### src/rtl/riscv_dcache_atomic_ctrl_if.sv
`timescale 1ns/1ps
`default_nettype none
// ============================================================================
// Module : riscv_dcache_atomic_ctrl_if
// Desc   : Core, data-cache and AMO-ALU signal bundle of the atomic sequencer.
// Rev    : 1.0
// ============================================================================
interface riscv_dcache_atomic_ctrl_if;
  logic        i_riscv_atomic_req;
  logic [4:0]  i_riscv_atomic_ctrl;
  logic        i_riscv_atomic_xlen;
  logic [63:0] i_riscv_atomic_addr;
  logic [63:0] i_riscv_atomic_rs2data;
  logic        o_riscv_atomic_busy;
  logic        o_riscv_atomic_done;
  logic        o_riscv_atomic_misaligned;
  logic [63:0] o_riscv_atomic_rddata;
  logic        i_riscv_store_valid;
  logic [63:0] i_riscv_store_addr;
  logic        o_mem_rd_req;
  logic [63:0] o_mem_addr;
  logic        i_mem_rvalid;
  logic [63:0] i_mem_rdata;
  logic        o_mem_wr_req;
  logic [63:0] o_mem_wdata;
  logic [7:0]  o_mem_wmask;
  logic        i_mem_wack;
  logic        o_amo_enable;
  logic        o_amo_xlen;
  logic [4:0]  o_amo_ctrl;
  logic [63:0] o_amo_rs1data;
  logic [63:0] o_amo_rs2data;
  logic [63:0] i_amo_result;

  modport slave (
    input  i_riscv_atomic_req, i_riscv_atomic_ctrl, i_riscv_atomic_xlen,
           i_riscv_atomic_addr, i_riscv_atomic_rs2data,
           i_riscv_store_valid, i_riscv_store_addr,
           i_mem_rvalid, i_mem_rdata, i_mem_wack, i_amo_result,
    output o_riscv_atomic_busy, o_riscv_atomic_done, o_riscv_atomic_misaligned,
           o_riscv_atomic_rddata, o_mem_rd_req, o_mem_addr, o_mem_wr_req,
           o_mem_wdata, o_mem_wmask, o_amo_enable, o_amo_xlen, o_amo_ctrl,
           o_amo_rs1data, o_amo_rs2data
  );

  modport master (
    output i_riscv_atomic_req, i_riscv_atomic_ctrl, i_riscv_atomic_xlen,
           i_riscv_atomic_addr, i_riscv_atomic_rs2data,
           i_riscv_store_valid, i_riscv_store_addr,
           i_mem_rvalid, i_mem_rdata, i_mem_wack, i_amo_result,
    input  o_riscv_atomic_busy, o_riscv_atomic_done, o_riscv_atomic_misaligned,
           o_riscv_atomic_rddata, o_mem_rd_req, o_mem_addr, o_mem_wr_req,
           o_mem_wdata, o_mem_wmask, o_amo_enable, o_amo_xlen, o_amo_ctrl,
           o_amo_rs1data, o_amo_rs2data
  );
endinterface
`default_nettype wire

### src/rtl/riscv_dcache_atomic_ctrl.sv
`timescale 1ns/1ps
`default_nettype none
// ============================================================================
// Module : riscv_dcache_atomic_ctrl
// Desc   : LR/SC/AMO sequencer between memory stage and D-cache port.
// Rev    : 1.0
// ============================================================================
module riscv_dcache_atomic_ctrl (
  input  logic                      i_riscv_clk,
  input  logic                      i_riscv_rst,
  riscv_dcache_atomic_ctrl_if.slave bus
);
  localparam logic [4:0] C_LR   = 5'b00010;
  localparam logic [4:0] C_SC   = 5'b00011;
  localparam logic [4:0] C_SWAP = 5'b00001;
  localparam logic [4:0] C_ADD  = 5'b00000;
  localparam logic [4:0] C_XOR  = 5'b00100;
  localparam logic [4:0] C_AND  = 5'b01100;
  localparam logic [4:0] C_OR   = 5'b01000;
  localparam logic [4:0] C_MIN  = 5'b10000;
  localparam logic [4:0] C_MAX  = 5'b10100;
  localparam logic [4:0] C_MINU = 5'b11000;
  localparam logic [4:0] C_MAXU = 5'b11100;

  typedef enum logic [2:0] {
    S_IDLE  = 3'd0,
    S_READ  = 3'd1,
    S_CALC  = 3'd2,
    S_WRITE = 3'd3,
    S_DONE  = 3'd4
  } state_t;

  state_t       r_state, w_next;
  logic [4:0]   r_ctrl;
  logic         r_xlen;
  logic [63:2]  r_addr;
  logic [63:0]  r_rs2, r_old, r_wval, r_rddata;
  logic         r_mis;
  logic         r_resv_valid;
  logic [63:3]  r_resv_addr;

  logic         w_req_ok, w_req_mis, w_req_sc, w_sc_hit, w_accept, w_lr, w_sc;
  logic [63:0]  w_lane;
  logic         w_unused;

  always_comb begin
    w_req_ok = 1'b0;
    case (bus.i_riscv_atomic_ctrl)
      C_LR, C_SC, C_SWAP, C_ADD, C_XOR, C_AND, C_OR,
      C_MIN, C_MAX, C_MINU, C_MAXU: w_req_ok = 1'b1;
      default:                      w_req_ok = 1'b0;
    endcase
  end

  assign w_req_sc  = (bus.i_riscv_atomic_ctrl == C_SC);
  assign w_req_mis = bus.i_riscv_atomic_xlen ? (bus.i_riscv_atomic_addr[2:0] != 3'b000)
                                             : (bus.i_riscv_atomic_addr[1:0] != 2'b00);
  assign w_sc_hit  = r_resv_valid && (r_resv_addr == bus.i_riscv_atomic_addr[63:3]);
  assign w_accept  = (r_state == S_IDLE) && bus.i_riscv_atomic_req;
  assign w_lr      = (r_ctrl == C_LR);
  assign w_sc      = (r_ctrl == C_SC);
  assign w_unused  = ^bus.i_riscv_store_addr[2:0];

  // Word accesses pick the 32-bit lane by addr[2] and sign-extend into rd.
  assign w_lane = r_xlen  ? bus.i_mem_rdata :
                  r_addr[2] ? {{32{bus.i_mem_rdata[63]}}, bus.i_mem_rdata[63:32]}
                            : {{32{bus.i_mem_rdata[31]}}, bus.i_mem_rdata[31:0]};

  always_ff @(posedge i_riscv_clk or posedge i_riscv_rst) begin
    if (i_riscv_rst) r_state <= S_IDLE;
    else             r_state <= w_next;
  end

  always_comb begin
    w_next = r_state;
    case (r_state)
      S_IDLE: begin
        if (bus.i_riscv_atomic_req) begin
          if (!w_req_ok || w_req_mis) w_next = S_DONE;
          else if (w_req_sc)          w_next = w_sc_hit ? S_WRITE : S_DONE;
          else                        w_next = S_READ;
        end
      end
      S_READ:  if (bus.i_mem_rvalid) w_next = w_lr ? S_DONE : S_CALC;
      S_CALC:  w_next = S_WRITE;
      S_WRITE: if (bus.i_mem_wack) w_next = S_DONE;
      S_DONE:  w_next = S_IDLE;
      default: w_next = S_IDLE;
    endcase
  end

  always_ff @(posedge i_riscv_clk or posedge i_riscv_rst) begin
    if (i_riscv_rst) begin
      r_ctrl   <= 5'd0;
      r_xlen   <= 1'b0;
      r_addr   <= '0;
      r_rs2    <= 64'd0;
      r_old    <= 64'd0;
      r_wval   <= 64'd0;
      r_rddata <= 64'd0;
      r_mis    <= 1'b0;
    end else begin
      if (w_accept) begin
        r_ctrl   <= bus.i_riscv_atomic_ctrl;
        r_xlen   <= bus.i_riscv_atomic_xlen;
        r_addr   <= bus.i_riscv_atomic_addr[63:2];
        r_rs2    <= bus.i_riscv_atomic_rs2data;
        r_wval   <= bus.i_riscv_atomic_rs2data;
        r_mis    <= w_req_ok && w_req_mis;
        r_rddata <= (w_req_ok && !w_req_mis && w_req_sc && !w_sc_hit) ? 64'd1 : 64'd0;
      end
      if ((r_state == S_READ) && bus.i_mem_rvalid) begin
        r_old    <= w_lane;
        r_rddata <= w_lane;
      end
      if (r_state == S_CALC) r_wval <= bus.i_amo_result;
    end
  end

  // Ordering matters: a same-cycle LR set must override a snoop kill.
  always_ff @(posedge i_riscv_clk or posedge i_riscv_rst) begin
    if (i_riscv_rst) begin
      r_resv_valid <= 1'b0;
      r_resv_addr  <= '0;
    end else begin
      if (bus.i_riscv_store_valid && (bus.i_riscv_store_addr[63:3] == r_resv_addr))
        r_resv_valid <= 1'b0;
      if ((r_state == S_DONE) && w_sc)
        r_resv_valid <= 1'b0;
      if ((r_state == S_READ) && bus.i_mem_rvalid && w_lr) begin
        r_resv_valid <= 1'b1;
        r_resv_addr  <= r_addr[63:3];
      end
    end
  end

  always_comb begin
    bus.o_riscv_atomic_busy       = (r_state != S_IDLE);
    bus.o_riscv_atomic_done       = (r_state == S_DONE);
    bus.o_riscv_atomic_misaligned = (r_state == S_DONE) && r_mis;
    bus.o_riscv_atomic_rddata     = (r_state == S_DONE) ? r_rddata : 64'd0;
    bus.o_mem_rd_req              = (r_state == S_READ);
    bus.o_mem_wr_req              = (r_state == S_WRITE);
    bus.o_mem_addr                = 64'd0;
    bus.o_mem_wdata               = 64'd0;
    bus.o_mem_wmask               = 8'h00;
    bus.o_amo_enable              = 1'b0;
    bus.o_amo_xlen                = 1'b0;
    bus.o_amo_ctrl                = 5'd0;
    bus.o_amo_rs1data             = 64'd0;
    bus.o_amo_rs2data             = 64'd0;
    if ((r_state == S_READ) || (r_state == S_WRITE))
      bus.o_mem_addr = {r_addr[63:3], 3'b000};
    if (r_state == S_WRITE) begin
      bus.o_mem_wdata = r_xlen ? r_wval : {2{r_wval[31:0]}};
      bus.o_mem_wmask = r_xlen ? 8'hFF : (r_addr[2] ? 8'hF0 : 8'h0F);
    end
    if (r_state == S_CALC) begin
      bus.o_amo_enable  = 1'b1;
      bus.o_amo_xlen    = r_xlen;
      bus.o_amo_ctrl    = r_ctrl;
      bus.o_amo_rs1data = r_old;
      bus.o_amo_rs2data = r_xlen ? r_rs2 : {32'd0, r_rs2[31:0]};
    end
  end
endmodule
`default_nettype wire
### src/flat_wrapper.sv
// flat-port wrapper written by rule: the top's interface ports become plain ports
module riscv_dcache_atomic_ctrl_flat 
  (i_riscv_clk, i_riscv_rst, bus_i_riscv_atomic_req, bus_i_riscv_atomic_ctrl, bus_i_riscv_atomic_xlen, bus_i_riscv_atomic_addr, bus_i_riscv_atomic_rs2data, bus_i_riscv_store_valid, bus_i_riscv_store_addr, bus_i_mem_rvalid, bus_i_mem_rdata, bus_i_mem_wack, bus_i_amo_result, bus_o_riscv_atomic_busy, bus_o_riscv_atomic_done, bus_o_riscv_atomic_misaligned, bus_o_riscv_atomic_rddata, bus_o_mem_rd_req, bus_o_mem_addr, bus_o_mem_wr_req, bus_o_mem_wdata, bus_o_mem_wmask, bus_o_amo_enable, bus_o_amo_xlen, bus_o_amo_ctrl, bus_o_amo_rs1data, bus_o_amo_rs2data);
  riscv_dcache_atomic_ctrl_if bus_i ();
  input  logic i_riscv_clk;
  input  logic i_riscv_rst;
  input wire logic [$bits(bus_i.i_riscv_atomic_req)-1:0] bus_i_riscv_atomic_req;
  input wire logic [$bits(bus_i.i_riscv_atomic_ctrl)-1:0] bus_i_riscv_atomic_ctrl;
  input wire logic [$bits(bus_i.i_riscv_atomic_xlen)-1:0] bus_i_riscv_atomic_xlen;
  input wire logic [$bits(bus_i.i_riscv_atomic_addr)-1:0] bus_i_riscv_atomic_addr;
  input wire logic [$bits(bus_i.i_riscv_atomic_rs2data)-1:0] bus_i_riscv_atomic_rs2data;
  input wire logic [$bits(bus_i.i_riscv_store_valid)-1:0] bus_i_riscv_store_valid;
  input wire logic [$bits(bus_i.i_riscv_store_addr)-1:0] bus_i_riscv_store_addr;
  input wire logic [$bits(bus_i.i_mem_rvalid)-1:0] bus_i_mem_rvalid;
  input wire logic [$bits(bus_i.i_mem_rdata)-1:0] bus_i_mem_rdata;
  input wire logic [$bits(bus_i.i_mem_wack)-1:0] bus_i_mem_wack;
  input wire logic [$bits(bus_i.i_amo_result)-1:0] bus_i_amo_result;
  output wire logic [$bits(bus_i.o_riscv_atomic_busy)-1:0] bus_o_riscv_atomic_busy;
  output wire logic [$bits(bus_i.o_riscv_atomic_done)-1:0] bus_o_riscv_atomic_done;
  output wire logic [$bits(bus_i.o_riscv_atomic_misaligned)-1:0] bus_o_riscv_atomic_misaligned;
  output wire logic [$bits(bus_i.o_riscv_atomic_rddata)-1:0] bus_o_riscv_atomic_rddata;
  output wire logic [$bits(bus_i.o_mem_rd_req)-1:0] bus_o_mem_rd_req;
  output wire logic [$bits(bus_i.o_mem_addr)-1:0] bus_o_mem_addr;
  output wire logic [$bits(bus_i.o_mem_wr_req)-1:0] bus_o_mem_wr_req;
  output wire logic [$bits(bus_i.o_mem_wdata)-1:0] bus_o_mem_wdata;
  output wire logic [$bits(bus_i.o_mem_wmask)-1:0] bus_o_mem_wmask;
  output wire logic [$bits(bus_i.o_amo_enable)-1:0] bus_o_amo_enable;
  output wire logic [$bits(bus_i.o_amo_xlen)-1:0] bus_o_amo_xlen;
  output wire logic [$bits(bus_i.o_amo_ctrl)-1:0] bus_o_amo_ctrl;
  output wire logic [$bits(bus_i.o_amo_rs1data)-1:0] bus_o_amo_rs1data;
  output wire logic [$bits(bus_i.o_amo_rs2data)-1:0] bus_o_amo_rs2data;
  assign bus_i.i_riscv_atomic_req = bus_i_riscv_atomic_req;
  assign bus_i.i_riscv_atomic_ctrl = bus_i_riscv_atomic_ctrl;
  assign bus_i.i_riscv_atomic_xlen = bus_i_riscv_atomic_xlen;
  assign bus_i.i_riscv_atomic_addr = bus_i_riscv_atomic_addr;
  assign bus_i.i_riscv_atomic_rs2data = bus_i_riscv_atomic_rs2data;
  assign bus_i.i_riscv_store_valid = bus_i_riscv_store_valid;
  assign bus_i.i_riscv_store_addr = bus_i_riscv_store_addr;
  assign bus_i.i_mem_rvalid = bus_i_mem_rvalid;
  assign bus_i.i_mem_rdata = bus_i_mem_rdata;
  assign bus_i.i_mem_wack = bus_i_mem_wack;
  assign bus_i.i_amo_result = bus_i_amo_result;
  assign bus_o_riscv_atomic_busy = bus_i.o_riscv_atomic_busy;
  assign bus_o_riscv_atomic_done = bus_i.o_riscv_atomic_done;
  assign bus_o_riscv_atomic_misaligned = bus_i.o_riscv_atomic_misaligned;
  assign bus_o_riscv_atomic_rddata = bus_i.o_riscv_atomic_rddata;
  assign bus_o_mem_rd_req = bus_i.o_mem_rd_req;
  assign bus_o_mem_addr = bus_i.o_mem_addr;
  assign bus_o_mem_wr_req = bus_i.o_mem_wr_req;
  assign bus_o_mem_wdata = bus_i.o_mem_wdata;
  assign bus_o_mem_wmask = bus_i.o_mem_wmask;
  assign bus_o_amo_enable = bus_i.o_amo_enable;
  assign bus_o_amo_xlen = bus_i.o_amo_xlen;
  assign bus_o_amo_ctrl = bus_i.o_amo_ctrl;
  assign bus_o_amo_rs1data = bus_i.o_amo_rs1data;
  assign bus_o_amo_rs2data = bus_i.o_amo_rs2data;
  riscv_dcache_atomic_ctrl u_core (.i_riscv_clk(i_riscv_clk), .i_riscv_rst(i_riscv_rst), .bus(bus_i));
endmodule
### config.mk
export PLATFORM = sky130hd
export DESIGN_NAME = riscv_dcache_atomic_ctrl_flat
export DESIGN_NICKNAME = d
export VERILOG_FILES = /design/src/rtl/riscv_dcache_atomic_ctrl_if.sv /design/src/rtl/riscv_dcache_atomic_ctrl.sv /design/src/flat_wrapper.sv
export SDC_FILE = /design/constraint.sdc
export NUM_CORES = 1
export LEC_CHECK = 0
export BUFFER_PORTS_ARGS = -buffer_cell sky130_fd_sc_hd__buf_4
export CORE_AREA = 5 5 259 261
export DETAILED_ROUTE_END_ITERATION = 10
export DIE_AREA = 0 0 264 266
export GPL_ROUTABILITY_DRIVEN = 0
export MAX_ROUTING_LAYER = met4
export PLACE_DENSITY = 0.6
export SKIP_LAST_GASP = 1
export SYNTH_ARGS = -nofsm -noshare
export SYNTH_HDL_FRONTEND = slang
export SYNTH_SLANG_ARGS = --single-unit
### constraint.sdc
create_clock -name i_riscv_clk -period 20.6 [get_ports i_riscv_clk]
set_input_delay 0 -clock i_riscv_clk [delete_from_list [all_inputs] [get_ports i_riscv_clk]]
set_output_delay 0 -clock i_riscv_clk [all_outputs]
set_load 0.02 [all_outputs]
# After elaboration in Yosys (flattened, before gate mapping)
# Memories as Yosys holds them, arrays and structs flattened.
# Index checks and enable logic that the tools add are counted.
op_classes:
  n_eq_ne: 12
  mux: 32
  reduce_logical: 24
op_table:
  columns: ["op", "n"]
  rows:
  - ["$mux 64", 13]
  - ["$eq 61x61->1", 2]
  - ["$mux 8", 3]
  - ["$mux 3", 7]
  - ["$eq 5x2->1 const B", 3]
  - ["$pmux 3 s4", 1]
  - ["$logic_and 1x1->1", 11]
  - ["$reduce_bool 3->1", 3]
  - ["$mux 1", 7]
  - ["$eq 3x2->1 const B", 2]
  - ["$ne 2x2->1 const B", 3]
  - ["$reduce_bool 2->1", 3]
  - ["$mux 5", 1]
  - ["$eq 3x1->1 const B", 1]
  - ["$eq 3x3->1 const B", 1]
  - ["$logic_not 1->1", 3]
  - ["$logic_not 3->1", 1]
  - ["$reduce_and 3->1", 1]
  - ["$logic_or 1x1->1", 2]
word_totals:
  reg_bits: 390
  romBits: 32
  in_bits: 332
  out_inout_bits: 340
  wordCells: 80
  memories: 1
memory_table:
  columns: ["memory", "words", "width", "read_ports", "rd_clocked_by_memory_dff", "write_ports", "line_no", "rtl"]
  rows:
  - ["(name not given)", 32, 1, 1, 0, 0, "riscv_dcache_atomic_ctrl.sv:48", "case (bus.i_riscv_atomic_ctrl)"]

# Logic depth before layout (Yosys ltp)
depth:
  ltp_word: 9
  ltp_mapped: 9
  mapped_depth_nobuf: 6

# Worst setup path after synthesis
# OpenSTA, ideal clock, no wires.
synth_timing:
  path_kind: "reg2reg"
  from: "register u_core.r_state[2]"
  to: "register u_core.r_resv_addr[5] (netlist bit)"
  setup_time_ns: 0.125
  arrival_ns: 1.951
  required_ns: 20.475
  setup_slack_ns: 18.525
  stages_incl_launch_ff: 7
  n_path_buf: 1
  path_cell_list: "dfrtp_1 nand2b_1 nor2_1 nand2_1 nor2_2 buf_2 mux2_2"
synth_via:
  elab_chain_cells: 3
synth_rtl:
  columns: ["item", "line_no", "rtl"]
  rows:
  - ["start, declared", "riscv_dcache_atomic_ctrl.sv:33", "state_t r_state, w_next;"]
  - ["start signal, assigned", "riscv_dcache_atomic_ctrl.sv:71", "else r_state <= w_next;"]
  - ["$eq 3x1->1", null, null]
  - ["net bus_o_mem_rd_req", "flat_wrapper.sv:22", "output wire logic [$bits(bus_i.o_mem_rd_req)-1:0] bus_o_mem_rd_req;"]
  - ["$logic_and 1x1->1 (2 in series)", "riscv_dcache_atomic_ctrl.sv:130", "if ((r_state == S_READ) && bus.i_mem_rvalid && w_lr) begin"]
  - ["end signal, assigned", "riscv_dcache_atomic_ctrl.sv:132", "r_resv_addr <= r_addr[63:3];"]
  - ["end, declared", "riscv_dcache_atomic_ctrl.sv:40", "logic [63:3] r_resv_addr;"]
# The timed path passes the listed nets, and every way through them passes these cells.
# A chain may end at the register's enable or synchronous reset.

# Worst setup path in the final report
layout_timing:
  from: "register u_core.r_state[1]"
  to: "register u_core.r_wval[32]"
layout_via:
  elab_chain_cells: 3
layout_rtl:
  columns: ["item", "line_no", "rtl"]
  rows:
  - ["$logic_not 3->1", "riscv_dcache_atomic_ctrl.sv:59", "assign w_accept = (r_state == S_IDLE) && bus.i_riscv_atomic_req;"]
  - ["$logic_and 1x1->1", "riscv_dcache_atomic_ctrl.sv:59", null]
  - ["$reduce_bool 2->1 (no line)", null, null]
  - ["end signal, assigned", "riscv_dcache_atomic_ctrl.sv:108", "r_wval <= bus.i_riscv_atomic_rs2data;"]
  - ["end signal, assigned", "riscv_dcache_atomic_ctrl.sv:116", "if (r_state == S_CALC) r_wval <= bus.i_amo_result;"]
  - ["end, declared", "riscv_dcache_atomic_ctrl.sv:37", "logic [63:0] r_rs2, r_old, r_wval, r_rddata;"]
# Several ways; a longest one is shown, not always the timed one.

==> summary by stage <==
Run status
The run finished with clean final reports.

Synthesis
After synthesis, the share of flip-flops with an asynchronous set or reset is 100%. The number of different library cells in the post-synthesis netlist is 50. The most frequently used flop master after synthesis is sky130_fd_sc_hd__dfrtp_1. Summing every instance area after synthesis gives around 0.019 mm². The count of yosys warnings during synthesis is 0. The number of standard cells after synthesis is 2,060. In this run, synthesis produced a sequential element count of slightly below 400.

The number of enable-type register cells in the synthesized netlist is 0. The mean instance size in the synthesized netlist is 9.23 µm². Summing the sequential cell areas from Yosys gives between 50 and 60% of the chip area.

Timing
The minimum clock period after layout is ~4.2 ns. The count of final hold-check violations came to 0. The slew at the pin closest to its max-slew limit is 1.13 ns. The final-report max-slew violation count was 0. On the final layout, the worst clock skew is 0.0198 ns.

The count of endpoints failing setup in the final report is 0. Setup repair after global routing left no endpoint under its margin. The worst pin sits at a relative slew slack of roughly 25%. The peak clock frequency supported by timing is 239 MHz.

After routing, the total negative slack on setup checks comes to 0 ns. In the finished design, the share of the clock period the worst path needs comes to between 20% and 30%.

Route
For this block, the initial DRC count from the detailed router was about 1,700. The detail-routed via count per cell is 4.87. The detail route stage leaves a number of antenna-violating nets equal to 0.

The post-route DRC violation count is 0. For this run, the detailed router's first-pass iteration total came to 5. The overall routed net length is between 70 and 80 mm. The total number of vias is approximately 19,000. In the final routed layout, each cell accounts on average for 20.6 µm.

Floorplan
The initial utilization of the core area, before any placement, comes to 29.6%. The number of placement rows is 93. The die is about 270 µm tall. The floorplan step defined a core boundary enclosing 0.0642 mm². The number of top-level pins is 672. From left edge to right edge, the die measures 264 µm. The die area is 0.0702 mm².

Clock network
The number of buffers added for setup after CTS is 0. The deepest level of the CTS H-tree is 2. The later pin in the worst-skew pair is clocked with a latency of 0.57 ns. Post-CTS repair changed the size of 0 cells. The maximum clock path buffer count is 3. The clock drives between 300 and 400 sinks.

Clock-pin slew was measured on the worst setup and hold paths at 0.06 ns. Buffers inserted during clock tree synthesis total 46. The root buffer cell is sky130_fd_sc_hd__clkbuf_16. TritonCTS built the clock tree.

Cells and area
Excluding fillers, the count of instances in the completed layout stands at 3,860. The total of fill cells in the finished design is 6,006. The total non-filler cell area in the finished layout is 0.0294 mm². The net count of the finished layout is 3,298.

The ratio of cells with drive above 1 in the final layout is 27.1%. The layout overhead on the synthesized area is 54.8%.

Hold path
The type of the most critical hold path is in -> async.

Power and ir drop
The largest voltage drop on the vdd net is 0.125 mV. The clock network power share is 24.4%. The static leakage is 16.2 nW.

The combinational share of power is between 30% and 40%. Power spread over the standard cell area amounts to 120 mW/mm². The overall power is 3.55 mW.

Internal power comes to 2.17 mW. In this run the power spent charging and discharging nets is 1.37 mW. The register share of total power is 37.5%. Net switching is roughly two fifths of the power.

Critical path
STA classifies the critical path endpoint as a flop. The biggest fanout along the worst timing path is 74. The endpoint required time on the critical path is 21.09 ns. The worst register-to-register path begins at u_core.r_state[1]. Counting cells, the worst reg-to-reg path comes to 6. The capture instance of the worst register-to-register path is u_core.r_wval[32]. The setup path with the least slack is of type reg -> reg.

The arrival time reported for the critical path endpoint is 4.68 ns. The sort of element at the start of the critical path is a flop. Setup slack on the worst reg-to-reg path comes out at around 16 ns.

Global routing
The initial antenna violation count is 5. The largest net degree at the start of global routing is 97. The wire length of the first global-routing pass is about 120 mm. For this run, the total global-route usage over all layers was measured as 21.9%. The leftover overflow at the end of global routing is 0.

The via count of the first global-routing pass is roughly 20,000.

Place
The count of buffers from port buffering is roughly 670. After detailed placement, the total cell area comes to roughly 0.025 mm². The cell count after placement is roughly 3,500.

Once detailed placement completed, the half-perimeter wirelength came to 54.8 mm.

Job
The max-cap violation count is 0.
## power by group through the flow
stage / logic [mW] / registers [mW] / clock network (mW)
2_1_floorplan: 0.831 / 1.22 / 0
3_3_place_gp: 1.21 / 1.31 / 0
3_5_place_dp: 1.23 / 1.33 / 0
4_1_cts: 1.35 / 1.32 / 0.891
5_1_grt: 1.48 / 1.36 / 0.919
6_report: 1.35 / 1.33 / 0.866
## how the worst max path moves through the flow
| stage | start | to | slack (ns) | cells after the start |
|---|---|---|---|---|
| 3_3_place_gp | u_core.r_state[1] | u_core.r_wval[32] | 16.97 | 5 |
| 5_1_grt | u_core.r_state[1] | u_core.r_wval[32] | 16.17 | 6 |
| 4_1_cts | u_core.r_state[1] | u_core.r_wval[32] | 16.41 | 6 |
| 6_report | u_core.r_state[1] | u_core.r_wval[32] | 16.41 | 6 |
| 2_1_floorplan | i_riscv_rst | u_core.r_addr[10] | 9.76 | 1 |
| 3_5_place_dp | u_core.r_state[1] | u_core.r_wval[32] | 16.96 | 5 |
## cell families after synthesis
kind of cell    Yosys count  share of synthesized area, %
simple gates           1062                          26.2
xor+xnor                 84                          3.87
mux                     109                          6.03
compound gates          240                          8.74
buf+inv                 174                          3.83
other cells               1                        0.0197
flops                   390                          51.3
## through the flow
stage,setup WS (ns),utilization (%),hold slack [ns]
floorplan,9.76,-,0.105
global placement,16.97,38.5,0.148
detailed placement,16.96,38.5,0.174
CTS,16.41,45.8,0.0416
global route,16.17,45.8,0.0988
finish,16.41,45.8,0.106
## layout make-up
type / instances / area [µm²] / share of cell area [%]
well taps: 855 / 1070 / 3.63
clock buffers: 68 / 1380 / 4.67
multi-input cells: 1498 / 8600 / 29.2
diodes: 5 / 12.5 / 0.0425
clock inverters: 14 / 228 / 0.773
flip-flops and latches: 390 / 9760 / 33.2
inverters: 34 / 135 / 0.459
repair buffers: 996 / 8260 / 28.1
## placed cells by master, fill, tap and decap left out, drive strengths merged, types with 58 or more instances in the layout
cell,instances
and2,229
xor2,58
buf,683
nor2,105
dlygate4sd3,313
clkbuf,68
dfrtp,390
and3,65
nand3,62
a21o,128
mux2i,65
nand2,536
## layer usage
metal,vias to the layer above,wire length [µm],GRT usage [%]
li1,8550,-,-
met1,9222,32100,27.0
met2,861,38200,35.8
met3,169,5850,4.52
met4,0,3320,8.14
met5,-,0,-
## cells in the mapped netlist (all sizes together) (2+ instances only)
master | count | area (µm²)
xnor2 | 26 | 228
a31oi | 2 | 12.5
nor2b | 7 | 43.8
mux2i | 65 | 651
nand3 | 62 | 310
a222oi | 2 | 20.0
nor2 | 105 | 397
mux2 | 44 | 495
o2bb2ai | 3 | 26.3
nor3 | 6 | 30.0
inv | 34 | 128
nor3b | 2 | 15.0
and3 | 65 | 407
nand2 | 536 | 2010
buf | 47 | 251
dfrtp | 390 | 9760
o2111ai | 3 | 26.3
a211oi | 2 | 15.0
a2111o | 2 | 22.5
and2 | 229 | 1430
a221oi | 2 | 17.5
xor2 | 58 | 508
a21oi | 37 | 189
nor4 | 21 | 144
clkbuf | 93 | 349
nand4 | 12 | 75.1
o22ai | 12 | 75.1
a22o | 6 | 52.6
nand2b | 13 | 81.3
a21o | 128 | 961
a22oi | 8 | 60.1
o21ai | 28 | 140
## worst max-delay path: stages, from the launching register on
cell and delay (ns):
sky130_fd_sc_hd__dfrtp_2 0.73, sky130_fd_sc_hd__nor3_1 0.58, sky130_fd_sc_hd__and2_4 0.99, sky130_fd_sc_hd__buf_4 0.75, sky130_fd_sc_hd__nand2_1 0.24, sky130_fd_sc_hd__nand3_1 0.14
sky130_fd_sc_hd__dlygate4sd3_1 0.55
## what timing repair did
item                                    CTS  global route
hold buffers                            313             0
endpoints found under the setup margin    0             0
hold endpoints to repair                421             0
## sequential cells by signal (all words and copies together), names as in the netlist
register and cells:
u_core.r_resv_valid 1, u_core.r_resv_addr 61, u_core.r_state 3, u_core.r_wval 64, u_core.r_rddata 64, u_core.r_ctrl 5
u_core.r_mis 1, u_core.r_old 64, u_core.r_xlen 1, u_core.r_rs2 64, u_core.r_addr 62
Power figures use the tool's default switching activity.
